`src/rtl/ibex_lsu_resp_unit.sv`:
```
// Data-side load/store unit: issues req/gnt/rvalid bus transactions, splits
// misaligned accesses into two words and aligns/extends the load result.
module ibex_lsu_resp_unit (
  input  logic        clk_i,
  input  logic        rst_i,
  input  logic        lsu_req_i,
  output logic        lsu_req_ready_o,
  input  logic        lsu_we_i,
  input  logic [1:0]  lsu_type_i,
  input  logic        lsu_sign_ext_i,
  input  logic [31:0] lsu_addr_i,
  input  logic [31:0] lsu_wdata_i,
  output logic        data_req_o,
  input  logic        data_gnt_i,
  output logic [31:0] data_addr_o,
  output logic        data_we_o,
  output logic [3:0]  data_be_o,
  output logic [31:0] data_wdata_o,
  input  logic        data_rvalid_i,
  input  logic [31:0] data_rdata_i,
  input  logic        data_err_i,
  output logic [31:0] rf_wdata_lsu_o,
  output logic        rf_we_lsu_o,
  output logic        lsu_data_valid_o,
  output logic        lsu_err_o,
  output logic        busy_o
);

  localparam int unsigned DW = 32;

  typedef enum logic [1:0] {IDLE = 2'd0, REQ = 2'd1, RESP = 2'd2} state_e;

  state_e          state_q, state_d;
  logic            part_q, part_d;
  logic            we_q, sign_q;
  logic [1:0]      type_q;
  logic [DW-1:0]   addr_q, wdata_q, lo_q;
  logic            valid_q, err_q, rf_we_q;
  logic [DW-1:0]   rf_wdata_q;
  logic            orphan_q;

  logic            accept_c, final_c, split_c;
  logic [3:0]      mask_c;
  logic [7:0]      be_wide_c;
  logic [4:0]      sh_c;
  logic [2*DW-1:0] rot_c, shift_c;
  logic [DW-1:0]   lo_sel_c, v_c, ext_c;

  // Access geometry derived from the latched request
  always_comb begin
    mask_c = 4'b1111;
    case (type_q)
      2'b01:   mask_c = 4'b0011;
      2'b10:   mask_c = 4'b0001;
      default: mask_c = 4'b1111;
    endcase
  end

  assign split_c   = ((type_q == 2'b01) && (addr_q[1:0] == 2'b11)) ||
                     ((type_q != 2'b01) && (type_q != 2'b10) && (addr_q[1:0] != 2'b00));
  assign sh_c      = {addr_q[1:0], 3'b000};
  assign be_wide_c = {4'b0000, mask_c} << addr_q[1:0];
  assign rot_c     = {wdata_q, wdata_q} << sh_c;

  assign lsu_req_ready_o = (state_q == IDLE);
  assign busy_o          = (state_q != IDLE);
  assign data_req_o      = (state_q == REQ);
  assign data_we_o       = we_q;
  assign data_be_o       = part_q ? be_wide_c[7:4] : be_wide_c[3:0];
  assign data_wdata_o    = rot_c[2*DW-1:DW];
  assign data_addr_o     = {addr_q[31:2], 2'b00} + {29'd0, part_q, 2'b00};

  // Load alignment: the second word (or the only word) supplies the high half
  assign lo_sel_c = part_q ? lo_q : data_rdata_i;
  assign shift_c  = {data_rdata_i, lo_sel_c} >> sh_c;
  assign v_c      = shift_c[DW-1:0];

  always_comb begin
    ext_c = v_c;
    case (type_q)
      2'b01:   ext_c = {{16{sign_q & v_c[15]}}, v_c[15:0]};
      2'b10:   ext_c = {{24{sign_q & v_c[7]}}, v_c[7:0]};
      default: ext_c = v_c;
    endcase
  end

  // Next-state logic
  always_comb begin
    state_d  = state_q;
    part_d   = part_q;
    accept_c = 1'b0;
    final_c  = 1'b0;
    case (state_q)
      IDLE: begin
        if (lsu_req_i) begin
          accept_c = 1'b1;
          state_d  = REQ;
          part_d   = 1'b0;
        end
      end
      REQ: begin
        if (data_gnt_i) state_d = RESP;
      end
      RESP: begin
        if (data_rvalid_i) begin
          if (data_err_i || !split_c || part_q) begin
            final_c = 1'b1;
            state_d = IDLE;
          end else begin
            part_d  = 1'b1;
            state_d = REQ;
          end
        end
      end
      default: state_d = IDLE;
    endcase
  end

  always_ff @(posedge clk_i) begin
    if (rst_i) begin
      state_q    <= IDLE;
      part_q     <= 1'b0;
      we_q       <= 1'b0;
      type_q     <= 2'b00;
      sign_q     <= 1'b0;
      addr_q     <= '0;
      wdata_q    <= '0;
      lo_q       <= '0;
      valid_q    <= 1'b0;
      err_q      <= 1'b0;
      rf_we_q    <= 1'b0;
      rf_wdata_q <= '0;
    end else begin
      state_q <= state_d;
      part_q  <= part_d;
      if (accept_c) begin
        we_q    <= lsu_we_i;
        type_q  <= lsu_type_i;
        sign_q  <= lsu_sign_ext_i;
        addr_q  <= lsu_addr_i;
        wdata_q <= lsu_wdata_i;
      end
      if ((state_q == RESP) && data_rvalid_i && !part_q) lo_q <= data_rdata_i;
      valid_q    <= final_c;
      err_q      <= final_c & data_err_i;
      rf_we_q    <= final_c & !we_q & !data_err_i;
      rf_wdata_q <= (final_c && !we_q && !data_err_i) ? ext_c : '0;
    end
  end

  assign lsu_data_valid_o = valid_q;
  assign lsu_err_o        = err_q;
  assign rf_we_lsu_o      = rf_we_q;
  assign rf_wdata_lsu_o   = rf_wdata_q;

  // Remembers a bus transaction abandoned by reset so its late rvalid is legal
  always_ff @(posedge clk_i) begin
    if (rst_i) begin
      orphan_q <= orphan_q | (state_q == RESP) | ((state_q == REQ) & data_gnt_i);
    end else if (data_rvalid_i && (state_q != RESP)) begin
      orphan_q <= 1'b0;
    end
  end

  a_we_implies_valid: assert property (@(posedge clk_i) disable iff (rst_i)
    rf_we_lsu_o |-> lsu_data_valid_o);

  a_req_held: assert property (@(posedge clk_i) disable iff (rst_i)
    (data_req_o && !data_gnt_i) |=> (data_req_o && $stable(data_addr_o) &&
      $stable(data_be_o) && $stable(data_we_o) && $stable(data_wdata_o)));

  a_be_nonzero: assert property (@(posedge clk_i) disable iff (rst_i)
    data_req_o |-> (data_be_o != 4'b0000));

  a_rvalid_in_resp: assert property (@(posedge clk_i) disable iff (rst_i)
    data_rvalid_i |-> ((state_q == RESP) || orphan_q));

endmodule

```
`config.mk`:
```
export PLATFORM = sky130hd
export DESIGN_NAME = ibex_lsu_resp_unit
export DESIGN_NICKNAME = d
export VERILOG_FILES = /design/src/rtl/ibex_lsu_resp_unit.sv
export SDC_FILE = /design/constraint.sdc
export NUM_CORES = 1
export LEC_CHECK = 0
export ABC_AREA = 1
export BUFFER_PORTS_ARGS = -buffer_cell sky130_fd_sc_hd__buf_2
export CAP_MARGIN = 20
export CORE_MARGIN = 1
export CORE_UTILIZATION = 40
export CTS_CLUSTER_SIZE = 16
export DETAILED_ROUTE_END_ITERATION = 6
export GPL_TIMING_DRIVEN = 0
export PLACE_DENSITY_LB_ADDON = 0.05
export SETUP_SLACK_MARGIN = 0.15
export SLEW_MARGIN = 20
export SYNTH_ARGS = -nofsm -noshare
export SYNTH_HDL_FRONTEND = slang
export SYNTH_SLANG_ARGS = --single-unit
```
`constraint.sdc`:
```
create_clock -name clk_i -period 3.5 [get_ports clk_i]
set_input_delay 0.175 -clock clk_i [delete_from_list [all_inputs] [get_ports clk_i]]
set_output_delay 0.175 -clock clk_i [all_outputs]
set_load 0.005 [all_outputs]
```
==> metrics.md <==
| Metric | Value |
|---|---|
| Relative slew slack | 0.5194 |
| Input/output buffers | 210 |
| Yosys warning total | 0 |
| Vias in the first global route | 8351 |
| Clock power frac | 0.330 |
| Final Hold Viols | 0 |
| Synth Register Bits | 138 |
| Iter 0 DRT Violations | between 700 and 800 |
| Pint | 3.573 mW |
| Initial core utilization | 0.4078 |
| Final nets | 1571 |
| Worst Hold Class | in -> reg |
| Worst IR drop on VDD | roughly 0.00037 V |
| P_sw | ~2.1 mW |
| Worst Path Arrival | 2.44 ns |
| Std cell rows | 50 |
| Root buffer cell | clkbuf_16 |
| Share of cells above drive strength 1 | 0.2003 |
| TritonCTS buffer count | 17 |
| Placer Congestion | 0.9873 |
| Clock Path Buffers | 2 |
| Leak Pwr | 4.982 nW |
| Setup tns final | 0 ns |
| Status | finished clean |
| Core area | 0.01864 mm2 |
| Resized cells post-CTS | 0 |
| Hold Path Stages | 3 |
| Max-Cap Viols | 0 |
| Reg clk slew, reported paths | 0.06 ns |
| Post-synth ARST share | 0 |
| Largest net degree at the start of global routing | 17 |
| Post-DP HPWL | 21770 um |
| Vias | 8883 |
| Clock Latency Late Sink | 0.43 ns |
| Synth top area share | 0.3634 |
| Worst-path maximum fanout | 10 |
| Antenna violations before repair | 1 |
| Synth Instances | 1190 |
| WL final | 29300 um |
| CP endpoint kind | output pin |
| Tot GR Track Use | 0.3006 |
| Avg Inst Size Synth | 6.388 um2 |
| Util after Layout | 0.5342 |
| Fillers | 1968 |
| Ports | 213 |
| Vias per cell | 5.201 |
| Worst slew pin tran | 0.7209 ns |
| Worst reg2reg setup slack | 1.49 ns |
| Most common library cells after synthesis | 277 x nand2_1, 182 x o21ai_0, 138 x dfxtp_1, 134 x nor2_1, 107 x inv_1 |
| Synth area leader | dfxtp_1 |
| Mapped Area | 0.007602 mm2 |
| RSZ-0062 raised after global routing | no |
| CP Class | reg -> out |
| Top sig layer | met4 |
| Post-route DRC | 0 |
| Final worst-path cycle share | 0.7484 |
| WHS Endpoint | wdata_q[31]$_SDFFE_PP0P_ |
| Worst Setup Start Kind | register |
| Most frequent cell after synthesis | nand2_1 |
| First-pass GRT wire length | 44730 um |
| Gate power share | 0.345 |
| Max Fclk | 0.3818 GHz |
| H-tree lvl count | 4 |
| Met1 Wirelength | 12360 um |
| Reg2reg end | rf_wdata_lsu_o[9]$_SDFF_PP0_ |
| DIE AREA | 0.01956 mm2 |
| Pwr Density | around 570 mW/mm2 |
| Initial DRT Pass Iterations | 5 |
| Worst hold start | lsu_wdata_i[31] |
| Post-synthesis cell type count | 36 |
| Clock skew | 0.01034 ns |
| Main flop type after synthesis | dfxtp_1 |
| Detail Route met2 WL | 13720 um |
| DIE HEIGHT | 139.9 um |
| Fin. max-slew vios | 0 |
| Synth area leaders | dfxtp_1 36%, nand2_1 14%, o21ai_0 12%, a21oi_1 6.7%, nor2_1 6.6% |
| Final ANT Viol Nets | 0 |
| Post-layout min period | 2.619 ns |
| Synthesis-to-finish area growth | 30.99% |
| Register share of total power | 0.325 |
| Worst Reg2Reg Path Length in Cells | 10 |
| Clk sinks | 138 |
| Wire length per cell after detailed routing | 17.15 um |
| Sequential share of the synthesized area | 0.3634 |
| Final Setup Violations | 0 |
| CTS tree | yes |
| Reg2reg start | type_q[0]$_SDFFE_PP0P_ |
| Switching share of power | 0.3731 |
| Critical Path RT | 3.32 ns |
| Global route total overflow | 0 |
| Die X | 139.9 um |
| DR WL met3 | 1909 um |
| Post-synth EDFFs | 0 |
[registers in the layout (all words and copies together), names as in the netlist]
signal,cells
data_we_o,1
lsu_err_o,1
rf_wdata_lsu_o,32
state_q,2
part_q,1
rf_we_lsu_o,1
wdata_q,32
addr_q,32
lsu_data_valid_o,1
type_q,2
sign_q,1
lo_q,32
[cells in the final DEF, fill, tap and decap left out, types with 17 or more instances in the layout]
cell and n:
clkbuf_16 17, inv_1 107, nand3_1 87, dfxtp_1 138, dlygate4sd3_1 40, nand2_1 277, clkbuf_1 39, o21ai_0 182
a21oi_1 102, nor2_1 134, buf_2 234
[what timing repair did]
action | CTS | global route
hold endpoints to repair | 39 | 1
hold buffers | 39 | 1
buffers inserted | 0 | 0
[stage by stage]
| stage | hold slack (ns) | setup slack, ns | total power, mW | cells | instance area, um2 |
|---|---|---|---|---|---|
| 2_1_floorplan | 0.3099 | 1.783 | 3.010 | 1191 | 7606 |
| 3_3_place_gp | 0.3962 | 1.337 | 3.777 | 1635 | 8950 |
| 3_5_place_dp | 0.4009 | 1.340 | 3.784 | 1635 | 8950 |
| 4_1_cts | 0.0005879 | 0.8751 | 5.692 | 1706 | 9946 |
| 5_1_grt | 0.005770 | 0.7228 | 6.006 | 1707 | 9956 |
| 6_report | 0.01239 | 0.8807 | 5.700 | 1708 | 9958 |
[logic make-up (layout without fill, tap and decap cells)]
logic type	count (synthesis)	count (layout)	synth area share
fa+ha+maj	5	5	0.008229
buf+inv	195	477	0.1106
simple gates	527	527	0.2872
xor+xnor	26	26	0.02995
other cells	1	3	0.0004933
compound gates	298	298	0.2001
flops	138	138	0.3634
[power groups by stage]
stage,Combinational (mW),Sequential (mW),Clock [mW]
6_report,1.96,1.85,1.88
5_1_grt,2.16,1.88,1.97
4_1_cts,1.94,1.85,1.90
3_5_place_dp,1.90,1.88,0
3_3_place_gp,1.89,1.88,0
2_1_floorplan,1.16,1.85,0
[metal layers]
| layer | GRT usage | up-vias |
|---|---|---|
| li1 | - | 4377 |
| met1 | 0.3697 | 4053 |
| met2 | 0.5053 | 380 |
| met3 | 0.04680 | 73 |
| met4 | 0.1585 | 0 |
| met5 | 0 | - |
[worst max-delay path: stages (launching register included)]
cell      delay, ns
dfxtp_1        0.33
inv_1          0.08
ha_1           0.36
clkbuf_1       0.34
clkbuf_1       0.38
nand3_1        0.16
o22ai_1        0.23
buf_2          0.14
[area by class of cell]
| class | instances | area (um2) | share of cell area |
|---|---|---|---|
| plain buffers | 79 | 397.9 | 0.03995 |
| well taps | 234 | 292.8 | 0.02940 |
| repair buffers | 250 | 1451 | 0.1457 |
| inverters | 116 | 442.9 | 0.04448 |
| clock buffers | 21 | 460.4 | 0.04624 |
| diodes | 1 | 2.502 | 0.0002513 |
| flip-flops and latches | 138 | 2763 | 0.2774 |
| clock inverters | 11 | 145.1 | 0.01457 |
| multi-input cells | 858 | 4003 | 0.4019 |
[worst max-delay path by stage]
| stage | endpoint | start |
|---|---|---|
| finish | data_be_o[2] | type_q[0]$_SDFFE_PP0P_ |
| global route | data_be_o[2] | type_q[0]$_SDFFE_PP0P_ |
| CTS | data_be_o[2] | type_q[0]$_SDFFE_PP0P_ |
| detailed placement | data_be_o[2] | type_q[0]$_SDFFE_PP0P_ |
| global placement | data_be_o[2] | type_q[0]$_SDFFE_PP0P_ |
| floorplan | data_be_o[2] | type_q[0]$_SDFFE_PP0P_ |
(Power assumes the default switching activity.)
